**config.mk**
```make
export PLATFORM = sky130hd
export DESIGN_NAME = from_dec_flat
export DESIGN_NICKNAME = d
export VERILOG_FILES = /design/src/rtl/from_dec_pkg.sv /design/src/rtl/from_dec_if.sv /design/src/rtl/from_dec.sv /design/src/flat_wrapper.sv
export SDC_FILE = /design/constraint.sdc
export NUM_CORES = 1
export LEC_CHECK = 0
export ABC_AREA = 1
export CORE_UTILIZATION = 45
export CTS_BUF_LIST = sky130_fd_sc_hd__clkbuf_8
export CTS_CLUSTER_SIZE = 20
export DETAILED_ROUTE_END_ITERATION = 8
export HOLD_SLACK_MARGIN = 0.05
export PLACE_DENSITY = 0.69
export SYNTH_ARGS = -nofsm -noshare
export SYNTH_HDL_FRONTEND = slang
export SYNTH_SLANG_ARGS = --single-unit
```
**constraint.sdc**
```tcl
create_clock -name clk -period 1.8 [get_ports clk]
set_input_delay 0.36 -clock clk [delete_from_list [all_inputs] [get_ports clk]]
set_output_delay 0.36 -clock clk [all_outputs]
set_load 0.005 [all_outputs]
```
**src/rtl/from_dec_pkg.sv**
```systemverilog
// Shared definitions for the ASCII decimal-to-binary parser: state encoding,
// character constants and the digit classifier.
package from_dec_pkg;

  typedef enum logic [1:0] {
    IDLE  = 2'd0,
    DIGIT = 2'd1,
    MUL   = 2'd2,
    DONE  = 2'd3
  } state_t;

  localparam logic [7:0] CHAR_0 = 8'h30;
  localparam logic [7:0] CHAR_9 = 8'h39;
  localparam int         ACC_W  = 10;

  function automatic logic is_digit(input logic [7:0] c);
    return (c >= CHAR_0) && (c <= CHAR_9);
  endfunction

endpackage

```
**src/rtl/from_dec_if.sv**
```systemverilog
// Character input handshake plus parsed-result outputs of from_dec.
interface from_dec_if;
  logic [7:0] char_in;
  logic       char_valid;
  logic       char_ready;
  logic [7:0] value;
  logic       value_valid;
  logic       overflow;

  modport master (
    output char_in, char_valid,
    input  char_ready, value, value_valid, overflow
  );

  modport slave (
    input  char_in, char_valid,
    output char_ready, value, value_valid, overflow
  );
endinterface

```
**src/rtl/from_dec.sv**
```systemverilog
// Parses a stream of ASCII decimal digits terminated by any non-digit into an
// 8-bit saturating binary value, one multiply-by-10 cycle per digit.
module from_dec
  import from_dec_pkg::*;
#(
  parameter int MAX_DIGITS = 3
) (
  input  logic     clk,
  input  logic     rst_n,
  from_dec_if.slave bus
);

  localparam int CW = $clog2(MAX_DIGITS + 1);

  state_t           state;
  logic [ACC_W-1:0] acc;
  logic [3:0]       digit_q;
  logic [CW-1:0]    count;
  logic             over;

  logic             accept;
  logic             in_digit;
  logic [ACC_W-1:0] acc_mul;

  assign bus.char_ready = (state == IDLE) || (state == DIGIT);
  assign accept         = bus.char_valid && bus.char_ready;
  assign in_digit       = is_digit(bus.char_in);
  // acc*10 + d as shift-add; acc is at most 99 here so 990 fits in 10 bits
  assign acc_mul        = (acc << 3) + (acc << 1) + {{(ACC_W-4){1'b0}}, digit_q};

  always_ff @(posedge clk or negedge rst_n) begin
    if (!rst_n) begin
      state           <= IDLE;
      acc             <= '0;
      digit_q         <= '0;
      count           <= '0;
      over            <= 1'b0;
      bus.value       <= '0;
      bus.value_valid <= 1'b0;
      bus.overflow    <= 1'b0;
    end else begin
      bus.value_valid <= 1'b0;
      case (state)
        IDLE: begin
          if (accept && in_digit) begin
            // low nibble of '0'..'9' is the digit weight
            digit_q <= bus.char_in[3:0];
            count   <= '0;
            acc     <= '0;
            over    <= 1'b0;
            state   <= MUL;
          end
        end
        MUL: begin
          acc   <= acc_mul;
          count <= count + CW'(1);
          state <= DIGIT;
        end
        DIGIT: begin
          if (accept) begin
            if (in_digit) begin
              if (count == CW'(MAX_DIGITS)) begin
                over <= 1'b1;
              end else begin
                digit_q <= bus.char_in[3:0];
                state   <= MUL;
              end
            end else begin
              // result registered on the terminator so it is visible during DONE
              bus.value_valid <= 1'b1;
              if (over || (acc > ACC_W'(255))) begin
                bus.value    <= 8'd255;
                bus.overflow <= 1'b1;
              end else begin
                bus.value    <= acc[7:0];
                bus.overflow <= 1'b0;
              end
              state <= DONE;
            end
          end
        end
        DONE: begin
          state <= IDLE;
        end
        default: state <= IDLE;
      endcase
    end
  end

endmodule

```
**src/flat_wrapper.sv**
```systemverilog
// flat-port wrapper written by rule: the top's interface ports become plain ports
module from_dec_flat import from_dec_pkg::*;
#(
  parameter int MAX_DIGITS = 3
)
  (clk, rst_n, bus_char_in, bus_char_valid, bus_char_ready, bus_value, bus_value_valid, bus_overflow);
  from_dec_if bus_i ();
  input  logic clk;
  input  logic rst_n;
  input wire logic [$bits(bus_i.char_in)-1:0] bus_char_in;
  input wire logic [$bits(bus_i.char_valid)-1:0] bus_char_valid;
  output wire logic [$bits(bus_i.char_ready)-1:0] bus_char_ready;
  output wire logic [$bits(bus_i.value)-1:0] bus_value;
  output wire logic [$bits(bus_i.value_valid)-1:0] bus_value_valid;
  output wire logic [$bits(bus_i.overflow)-1:0] bus_overflow;
  assign bus_i.char_in = bus_char_in;
  assign bus_i.char_valid = bus_char_valid;
  assign bus_char_ready = bus_i.char_ready;
  assign bus_value = bus_i.value;
  assign bus_value_valid = bus_i.value_valid;
  assign bus_overflow = bus_i.overflow;
  from_dec #(.MAX_DIGITS(MAX_DIGITS)) u_core (.clk(clk), .rst_n(rst_n), .bus(bus_i));
endmodule
```
==> impl_metrics.py <==
metrics = {
    "timing": {
        "rsz0062_at_grt": "true",
        "report.final.slew_viol_count": 0,
        "max_freq_ghz": 0.537,
        "final.min_clock_period_ns": 1.86,
        "fin_crit_sh": 1.03,
        "slew_headroom": 0.738,
        "finalSetupViolCount": 4,
        "fin_skew_ns": 0.00671,
        "fin_tns_setup_ns": -0.155,
        "hold_viol_final": 0,
        "worst_slew_pin_slew_ns": 0.392,
        "setup_ws_ns": -0.0605,
    },
    "finish": {
        "fill_cells": 362,
        "num_antenna_cells": 0,
        "nNetsFinal": 299,
        "postLayoutCoreUtil": 0.619,
        "drive_gt1_frac": 0.287,
        "multi_input_area_um2": 1120,
        "syn_to_final_growth_pct": 30.9,
        "seqCellArea_um2": 726,
    },
    "detailed_routing": {
        "dr_total_vias": 1591,
        "wl_met1_um": 1700,
        "wl_per_cell_um": 12.3,
        "firstDrtPassIters": 4,
        "drtIter0Drc": 88,
        "wirelength_um": 3950,
        "dr_wl_met3_um": 131,
        "drc": 0,
        "highest_layer": "met4",
        "viasPerCell": 4.94,
        "wl_met2_um": 1990,
        "postRouteAntennaNets": 0,
    },
    "placed_design": {
        "numPortBuffers": 21,
        "place_hpwl_um": 2910,
        "finalWeightedCongestion": 0.840,
    },
    "yosys": {
        "avgSynthCellArea_um2": 8.38,
        "syn-cell-area_um2": 1920,
        "synth.distinct_cells": 25,
        "ys_ff_latch": 29,
        "synth-warning-count": 0,
        "ys_seq_area_frac": 0.378,
        "syn_inst": 229,
        "synth_nets": 257,
    },
    "worst_setup_path": {
        "critPathBufInv": 2,
        "cp.depth": 11,
        "worstSetupEndpointType": "flip-flop",
        "cp-start-kind": "flip-flop",
        "worstPathArrival_ns": 2.04,
        "rr_startpoint": "u_core.acc[0]$_DFFE_PN0P_",
        "slowest_stage": "fa_1",
        "cpLargestDelayFamily": "adder cells",
        "worstPathRequired_ns": 1.98,
        "crit_path_cell_trace": "inv_1 -> fa_1 -> inv_2 -> ha_4 -> nand2_2 -> nor2_2 -> nand2_1 -> nand3_1 -> nand2_1 -> nand3_1 -> nand2_2",
        "slowest_delay_ns": 0.51,
        "rr_endpoint": "u_core.acc[7]$_DFFE_PN0P_",
        "rrSetupSlack_ns": -0.06,
        "worstPathMaxFanout": 3,
        "critPathKind": "reg2reg",
        "rr_worst_depth": 11,
    },
    "clocking": {
        "clockBufferDepth": 2,
        "clk_latency_ns": 0.29,
        "cts.sinks": 29,
        "cts_root_buf": "clkbuf_8",
        "postCtsHoldBufs": 0,
        "ctsHtreeMaxLevel": 2,
        "cts_made_buffers": 5,
        "clkTransAtPathRegs_ns": 0.07,
        "cts_tree": "built",
    },
    "status": {
        "outcome": "finished, violations left",
        "violations": "setup timing",
    },
    "pwr": {
        "p_per_area_nw_per_um2": 1720,
        "irDropWorstVdd_uv": 814,
        "p_leak_nw": 1.31,
    },
    "flow_run": {
        "maxCapViolCount": 0,
    },
    "die": {
        "die_w_um": 67.3,
        "dieArea_um2": 4530,
        "start_util": 0.473,
        "rows": 23,
        "core_um2": 4060,
        "pin_count": 22,
        "die_h_um": 67.3,
    },
    "min_path": {
        "hp-class": "in2async",
    },
    "global_routing": {
        "overflow": 0,
        "grt_pass1_wl_um": 6300,
        "grt_use_total": 0.193,
        "grt_start_max_net_pins": 30,
        "first_global_vias": 1492,
        "antenna_found_initial": 0,
    },
}
==> synthesized netlist by cell type <==
| cell type | count | area (um2) |
|---|---|---|
| nand3_2 | 10 | 100 |
| or2_0 | 1 | 6.26 |
| o211ai_1 | 1 | 7.51 |
| nand2_2 | 8 | 50.1 |
| a21oi_1 | 8 | 40.0 |
| o21ai_4 | 1 | 16.3 |
| nand2_1 | 67 | 251 |
| nand4_1 | 2 | 12.5 |
| fa_1 | 2 | 40.0 |
| ha_1 | 15 | 188 |
| nor2_2 | 1 | 6.26 |
| nand3_1 | 13 | 65.1 |
| nand3b_1 | 1 | 7.51 |
| nor2b_4 | 1 | 13.8 |
| o21ai_0 | 2 | 10.0 |
| o2111ai_1 | 4 | 35.0 |
| nand2_4 | 1 | 11.3 |
| nor2_4 | 3 | 33.8 |
| inv_2 | 3 | 11.3 |
| dfrtp_1 | 29 | 726 |
| nand3_4 | 1 | 17.5 |
| nor2_1 | 16 | 60.1 |
| buf_6 | 3 | 33.8 |
| inv_1 | 28 | 105 |
| o21ai_2 | 8 | 70.1 |
==> state kept, by name, summed over array words and instances, names as in the netlist <==
name / cells
u_core.acc: 10
u_core.bus.value: 8
u_core.digit_q: 4
u_core.count: 2
u_core.state: 2
u_core.bus.overflow: 1
u_core.bus.value_valid: 1
u_core.over: 1
==> metrics by stage <==
| stage | instance area, um2 | std cells | setup WS (ns) | power [mW] | hold slack [ns] |
|---|---|---|---|---|---|
| after floorplan | 1920 | 229 | 0.00539 | 2.53 | 0.0644 |
| after detailed placement | 2300 | 313 | -0.0920 | 3.30 | 0.459 |
| final | 2510 | 322 | -0.0605 | 4.32 | 0.460 |
| after global routing | 2510 | 322 | -0.189 | 4.68 | 0.499 |
| after CTS | 2480 | 322 | -0.0557 | 4.24 | 0.468 |
| after global placement | 2300 | 313 | -0.0357 | 3.23 | 0.456 |
==> routing by layer <==
layer  track usage  vias to the layer above
li1              -                      821
met1         0.203                      721
met2         0.343                       38
met3        0.0524                       11
met4         0.114                        0
met5             0                        -
==> placed cells by master, fill, tap and decap left out, types with 2 or more instances in the layout <==
cell type        instances
a21oi_1                  5
nand2_2                 11
nor2_1                  15
nand2_1                 64
buf_4                   16
nand3_1                 11
inv_2                    6
ha_1                    12
nand4_1                  2
o2111ai_1                4
inv_1                   25
clkdlybuf4s50_1         21
nand3_4                  2
nor2_4                   3
dfrtp_1                 29
bufinv_16                2
ha_4                     3
a21oi_2                  3
nand3_2                 11
nor2_2                   2
o21ai_2                  8
clkbuf_8                 5
==> power breakdown <==
group | internal, mW | total (mW) | switching [mW]
clock | 0.550 | 0.822 | 0.272
combinational | 1.08 | 2.34 | 1.26
sequential | 0.943 | 1.15 | 0.206
==> cell type report <==
| class | instances | area share |
|---|---|---|
| timing repair buffer | 38 | 0.140 |
| tap | 50 | 0.0249 |
| inverter | 31 | 0.0464 |
| multi-input combinational | 166 | 0.447 |
| clock buffer | 5 | 0.0274 |
| sequential | 29 | 0.289 |
| clock inverter | 3 | 0.0259 |
==> logic make-up after synthesis <==
logic type | after synthesis | synth area share
fa+ha+maj | 17 | 0.119
buf+inv | 34 | 0.0783
compound gates | 24 | 0.0933
flops | 29 | 0.378
simple gates | 125 | 0.331
==> worst max path at each step <==
stage | startpoint | slack, ns | end
4_1_cts | u_core.digit_q[3]$_DFFE_PN0P_ | -0.06 | u_core.acc[6]$_DFFE_PN0P_
3_5_place_dp | u_core.digit_q[3]$_DFFE_PN0P_ | -0.09 | u_core.acc[9]$_DFFE_PN0P_
5_1_grt | u_core.acc[2]$_DFFE_PN0P_ | -0.19 | u_core.acc[7]$_DFFE_PN0P_
2_1_floorplan | u_core.acc[0]$_DFFE_PN0P_ | 0.005 | u_core.acc[9]$_DFFE_PN0P_
3_3_place_gp | u_core.digit_q[3]$_DFFE_PN0P_ | -0.04 | u_core.acc[9]$_DFFE_PN0P_
6_report | u_core.acc[0]$_DFFE_PN0P_ | -0.06 | u_core.acc[7]$_DFFE_PN0P_
==> worst reg2reg max path: cells and delay by family (launching register included) <==
kind,cells,cell delay (ns)
flip-flops,1,0.37
AND/OR/NAND/NOR,7,0.47
adder cells (fa/ha/maj),2,0.78
buffers and inverters,2,0.12
==> what timing repair did <==
action | in CTS | in global routing
resized for setup | 7 | 9
setup buffers | 1 | 0
endpoints found under the setup margin | 6 | 6
pin swaps | 6 | 8
No activity file was read; power rests on OpenSTA's default activity.
